File: src/rtl/contador_pkg.sv
// Shared constants for the counter family: FSM state encoding and default sizing.
package contador_pkg;

    localparam logic [1:0] ST_IDLE = 2'd0;
    localparam logic [1:0] ST_RUN  = 2'd1;
    localparam logic [1:0] ST_DONE = 2'd2;

    localparam int DEFAULT_WIDTH  = 4;
    localparam int DEFAULT_MODULO = 16;

endpackage

File: src/rtl/flipflop_t_sync.sv
// Single T flip-flop with synchronous active-high clear and parallel load.
module flipflop_t_sync (
    input  logic clk,
    input  logic clear,
    input  logic t,
    input  logic load,
    input  logic d,
    output logic q
);

    always_ff @(posedge clk) begin
        // NOTE: sequential state uses non-blocking assignments so every flop samples pre-edge values.
        if (clear)
            q <= 1'b0;
        else if (load)
            q <= d;
        else if (t)
            q <= ~q;
    end

endmodule

File: src/rtl/contador_sincrono_decrescente_4bits.sv
// Synchronous down counter with parallel load, programmable modulus,
// cascade borrow and a one-shot countdown mode.
module contador_sincrono_decrescente_4bits
    import contador_pkg::*;
#(
    parameter int WIDTH  = DEFAULT_WIDTH,
    parameter int MODULO = DEFAULT_MODULO
) (
    input  logic             clk,
    input  logic             clear,
    input  logic             T,
    input  logic             load,
    input  logic [WIDTH-1:0] d,
    input  logic             single,
    output logic [WIDTH-1:0] q,
    output logic             borrow,
    output logic             done
);

    localparam logic [WIDTH-1:0] WRAP_VALUE = WIDTH'(MODULO - 1);
    localparam logic [WIDTH:0]   MODULO_EXT = (WIDTH + 1)'(MODULO);

    logic [1:0]       state;
    logic             at_zero;
    logic             active;
    logic             dec_en;
    logic             wrap_en;
    logic             stop_en;
    logic [WIDTH-1:0] load_value;
    logic             ff_load;
    logic [WIDTH-1:0] ff_d;

    // IDLE counts exactly like RUN; only DONE freezes the count.
    assign at_zero    = (q == '0);
    assign active     = T && (state != ST_DONE);
    assign dec_en     = active && !at_zero;
    assign wrap_en    = active && at_zero && !single;
    assign stop_en    = active && at_zero && single;
    assign load_value = ({1'b0, d} < MODULO_EXT) ? d : WRAP_VALUE;

    // Wraps reuse the flops' load path so any modulus lands on MODULO-1 in one edge.
    assign ff_load = load || wrap_en;
    assign ff_d    = load ? load_value : WRAP_VALUE;

    assign borrow = T && !clear && !load && at_zero && (state != ST_DONE) && !single;

    for (genvar i = 0; i < WIDTH; i++) begin : g_bit
        localparam logic [WIDTH-1:0] LOW_MASK = WIDTH'((1 << i) - 1);
        logic toggle;

        // A bit flips on decrement when every lower bit is zero.
        assign toggle = dec_en && ((q & LOW_MASK) == '0);

        flipflop_t_sync u_ff (
            .clk   (clk),
            .clear (clear),
            .t     (toggle),
            .load  (ff_load),
            .d     (ff_d[i]),
            .q     (q[i])
        );
    end

    always_ff @(posedge clk) begin
        if (clear) begin
            state <= ST_IDLE;
            done  <= 1'b0;
        end else if (load) begin
            state <= ST_RUN;
            done  <= 1'b0;
        end else if (stop_en) begin
            state <= ST_DONE;
            done  <= 1'b1;
        end
    end

endmodule

File: config.mk
export PLATFORM = sky130hd
export DESIGN_NAME = contador_sincrono_decrescente_4bits
export DESIGN_NICKNAME = d
export VERILOG_FILES = /design/src/rtl/contador_pkg.sv /design/src/rtl/flipflop_t_sync.sv /design/src/rtl/contador_sincrono_decrescente_4bits.sv
export SDC_FILE = /design/constraint.sdc
export NUM_CORES = 1
export LEC_CHECK = 0
export ABC_AREA = 0
export CORE_AREA = 2 2 39 41
export DETAILED_ROUTE_END_ITERATION = 6
export DIE_AREA = 0 0 41 43
export PLACE_DENSITY_LB_ADDON = 0.08
export SKIP_LAST_GASP = 1
export SLEW_MARGIN = 20
export SYNTH_ARGS = -nofsm -noshare
export SYNTH_HDL_FRONTEND = slang
export SYNTH_SLANG_ARGS = --single-unit
export TNS_END_PERCENT = 1
File: constraint.sdc
create_clock -name clk -period 1.1 [get_ports clk]
set_input_delay 0.11 -clock clk [delete_from_list [all_inputs] [get_ports clk]]
set_output_delay 0.11 -clock clk [all_outputs]
set_load 0.05 [all_outputs]
### Word level (Yosys, flattened, before mapping)

Index checks and enable logic that the tools add are counted.

| word-level totals | value |
|---|---|
| bits in registers | 6 |
| bits in latches | 0 |
| bits in writable memories | 0 |
| ROM bits | 0 |
| bits of input ports | 9 |
| output and inout bits | 6 |
| logic and storage cells | 50 |
| memories | 0 |

| cells by class | value |
|---|---|
| add/sub/neg operators | 0 |
| $mul | 0 |
| divide/modulo/power cells | 0 |
| $lt $le $gt $ge | 0 |
| equality and inequality tests | 1 |
| shift-type cells | 0 |
| multiplexer cells | 11 |
| bitwise logic cells | 4 |
| reduce and logical (&&, ||, !) cells | 28 |

Operators with widths:

| cell | number |
|---|---|
| $logic_not A4 Y1 | 4 |
| $logic_and A1 B1 Y1 | 13 |
| $mux W1 | 10 |
| $reduce_bool A2 Y1 | 5 |
| $logic_not A1 Y1 | 4 |
| $mux W4 | 1 |
| $not A1 Y1 | 4 |
| $ne A2 B2 Y1 const B | 1 |
| $reduce_or A2 Y1 | 1 |
| $logic_or A1 B1 Y1 | 1 |

### Depth between registers and ports, before layout

| depth | value |
|---|---|
| depth in word-level cells | 6 |
| gate-level depth with buffers | 4 |
| depth with buffers taken out | 3 |

### Modules after synthesis

From an unflattened synthesis, not the netlist that was laid out.

| second synthesis, totals | value |
|---|---|
| cell total of the unflattened synthesis | 42 |
| area, all modules | 379.1 µm² |

Modules (own cells, without submodules):

| module | instances | cells an instance | area each (µm²) | sequential area each (µm²) |
|---|---|---|---|---|
| flipflop_t_sync | 4 | 5 | 51.3 | 20.0 |
| contador_sincrono_decrescente_4bits | 1 | 22 | 173.9 | 40.0 |

### Least setup slack after synthesis

OpenSTA, ideal clock, no wires.

| timing path | value |
|---|---|
| path type | register to output |
| from | reg state[1] |
| to | out borrow |
| arrival | 1448 ps |
| required time | 990 ps |
| path slack | -458 ps |
| stages on the path, launching flop included | 4 |
| buffers on the path | 0 |
| cells stage by stage | dfxtp_1 > nand2b_1 > nand3_1 > nor2_1 |

| between the ends | value |
|---|---|
| word-level cells in the longest chain between the ends | 3 |

Ends and longest elaborated chain:

| what | line | text |
|---|---|---|
| from (decl) | contador_sincrono_decrescente_4bits.sv:23 | `logic [1:0] state;` |
| from (signal assigned) | contador_sincrono_decrescente_4bits.sv:66 | `state <= ST_IDLE;` |
| from (signal assigned) | contador_sincrono_decrescente_4bits.sv:69 | `state <= ST_RUN;` |
| from (signal assigned) | contador_sincrono_decrescente_4bits.sv:72 | `state <= ST_DONE;` |
| $ne A2 B2 Y1 | contador_sincrono_decrescente_4bits.sv:45 | `assign borrow = T && !clear && !load && at_zero && (state != ST_DONE) && !single;` |
| $logic_and A1 B1 Y1 (2 in series) | contador_sincrono_decrescente_4bits.sv:45 |  |
| to (decl) | contador_sincrono_decrescente_4bits.sv:16 | `output logic borrow,` |

No other way between the ends.

### Worst setup path after layout

| timing path | value |
|---|---|
| from | reg g_bit[3].u_ff.q |
| to | out borrow |

| between the ends | value |
|---|---|
| word-level cells in the longest chain between the ends | 4 |

Ends and longest elaborated chain:

| what | line | text |
|---|---|---|
| from (decl) | flipflop_t_sync.sv:8 | `output logic q` |
| from (signal assigned) | flipflop_t_sync.sv:18 | `q <= ~q;` |
| $logic_not A4 Y1 | contador_sincrono_decrescente_4bits.sv:34 | `assign at_zero = (q == '0);` |
| $logic_and A1 B1 Y1 (3 in series) | contador_sincrono_decrescente_4bits.sv:45 |  |

No other way between the ends.

==> results.md <==
- Clock slew at reported path FFs: 0.05 ns
- Classification of the worst setup path: register to primary output
- Area growth from synthesis to final layout: 103%
- Tightest hold margin: 0.316 ns
- CTS Hold Bufs: 0
- Setup-violating endpoint count in the final report: 5
- Maximum cell stage delay along the critical path: 0.35 ns
- Worst clock skew: ~0.007 ns
- Data required time of the critical path: 0.99 ns
- Failing checks: negative setup slack
- Average footprint of a synthesized cell: between 8 and 9 um^2
- Cell repeated most along the worst path: nor2_4
- Global-route wire length before repair: 1950 um
- Pwr per Cell Area: around 1000 nW/um^2
- Leftover overflow at the end of global routing: 0
- Final period utilization: 112%
- Initial core utilization: between 20 and 30%
- Number of enable flip-flop cells after synthesis: 0
- Number of CTS-inserted buffers: 3
- Static leakage: 0.343 nW
- Final Instance Count excl. Fillers: 94
- Final layout net count: about 90
- Htree depth: 1
- Detailed-route DRC error count: 0
- Layout Cell Area excl Fill: 810 um^2
- I/O pins: 15
- Total detailed-routing wirelength: about 1100 um
- Time the worst path needs with I/O delays and setup: 1.24 ns
- Ys async rst share: 0%
- Sequential fraction of the synthesis area: around 30%
- DPL Wire Length: between 700 and 800 um
- FP Rows: 14
- Per-cell via count in the routed design: 5.23
- Critical Path AT: approximately 1.1 ns
- Worst IR Drop VDD: 0.534 mV
- Max FO, Critical Path: 5
- Largest net degree at the start of global routing: 9
- Number of synthesized register bits: 6
- Die Ht: 43 um
- Area after detailed placement: 689 um^2
- Highest attainable clock frequency: 0.809 GHz
- Tightest Hold Check Type: input port to register
- Kind of end point of the critical path: primary output
- RSZ-0062 raised after global routing: yes
- Width of the chip: 41 um
- DR vias: 492
- Max stage delay cell, worst path: dfxtp_2
- Outcome: complete, but fails checks
- Final core occ: roughly three fifths
- RD Place Congestion: 0.799
- # Max-Cap Violations: 0
- Cell Count Post-Placement: 86
- Via count of the first global-routing pass: 468
- Diode count: 0
- Number of library cell types mapped by synthesis: 26
- Clock tree from TritonCTS: done
- Count of yosys warnings during synthesis: 0
- Final Worst Setup Slack: -0.136 ns
- Crit path launch type: register
- Cell-by-cell listing of the critical path: buf_6, nor2_4, nand2_2, nor2_4, buf_12
- Max-slew violations: 0
- Syn nets: just under 60
- Flip-flop cell with the highest count after synthesis: dfxtp_1
- Die area: between 1500 and 2000 um^2
- Highest-count cells in the layout ignoring fill and taps: buf_4, clkdlybuf4s50_1, buf_12
- Final Hold Violating Endpoints: 0
- Initial detailed-routing violation count: 9
- Number of antenna violations at the first check in global routing: 0
- Average detailed-routed wire length per instance: 12.0 um
- Gate Count Post-Synth: 49
- Number of nets still failing antenna checks after routing: 0
- # port buffers: 14
- Synthesized cell area: around 400 um^2
- Initial DRT Pass Iterations: 4
- Slew at the pin closest to its max-slew limit: 0.295 ns
- Max-slew headroom: 80.1%
- CTS root buffer: clkbuf_4
- Fraction of layout instances using a drive strength above 1: between 50% and 60%
- CTS Sinks: 6
- Maximum clock path buffer count: 2
- Floorplan Core Area: 1380 um^2
- All-Layer GR Usage: 16.8%
- Leading cell type in the layout, fill and taps excluded: buf_4
- Later-pin clock latency in the skew report: 0.25 ns
==> worst paths after layout <==
check | slack, ns | cells past startpoint | to | from
worst min register to register | 0.54 | 2 | g_bit[2].u_ff.q | g_bit[2].u_ff.q
worst min-delay path | 0.32 | 3 | state[1] | single
worst max register to register | -0.08 | 3 | g_bit[3].u_ff.q | g_bit[2].u_ff.q
worst max-delay path | -0.14 | 5 | borrow | g_bit[3].u_ff.q
==> sequential cells by signal, summed over array words and instances, names as in the netlist <==
signal,count
state,2
g_bit.u_ff.q,4
==> power by group <==
group / switching, mW / internal [mW]
Sequential: 0.0273 / 0.234
Combinational: 0.140 / 0.181
Clock: 0.0970 / 0.139
==> metrics by stage <==
stage | power, mW | worst slack (ns) | TNS [ns]
finish | 0.817 | -0.136 | -0.315
global route | 0.870 | -0.196 | -0.785
CTS | 0.821 | -0.139 | -0.492
detailed placement | 0.536 | -0.387 | -1.91
global placement | 0.536 | -0.365 | -1.84
floorplan | 0.393 | -0.0266 | -0.0443
==> what timing repair did <==
item                       in CTS  in global routing
hold endpoints to repair        0                  0
setup endpoints to repair       7                  7
pin swaps                       3                  0
buffers inserted                4                  0
gates resized for setup        17                  3
==> layout make-up <==
type | count | area (um^2)
timing repair buffer | 30 | 329
sequential | 6 | 133
inverter | 5 | 18.8
multi-input combinational | 33 | 283
fill | 130 | 574
tap | 16 | 20.0
clock buffer | 4 | 26.3
==> synthesized netlist by cell type (2+ instances only) <==
library cell,instances,area (um^2)
a21oi_1,2,10.0
or2b_1,2,15.0
nor3_1,3,15.0
a41oi_1,2,17.5
nor2_1,3,11.3
a31oi_1,2,12.5
nor2b_1,2,12.5
a221oi_1,2,17.5
nor4b_1,2,17.5
dfxtp_1,6,120
buf_4,4,30.0
inv_1,5,18.8
==> logic make-up (layout without fill, tap and decap cells) <==
logic type	count (synthesis)	count (layout)	synth area share (%)
and+or+nand+nor	18	18	27.0
AOI/OAI and AO/OA	15	15	29.8
buffers and inverters	10	39	13.2
DFF	6	6	30.1
==> per-layer routing <==
metal	routed length, um	GRT usage, %	part of all wire (%)	vias up
li1	-	-	-	242
met1	470	19.7	42	227
met2	553	24.4	49	19
met3	76	7.33	6.7	4
met4	26	9.33	2.3	0
met5	0	0	0	-
==> worst max-delay path: cells and delay by family (launching register included) <==
family / cells / cell delay [ns]
flops: 1 / 0.35
buf+inv: 2 / 0.26
simple gates: 3 / 0.27
(Power assumes the default switching activity.)
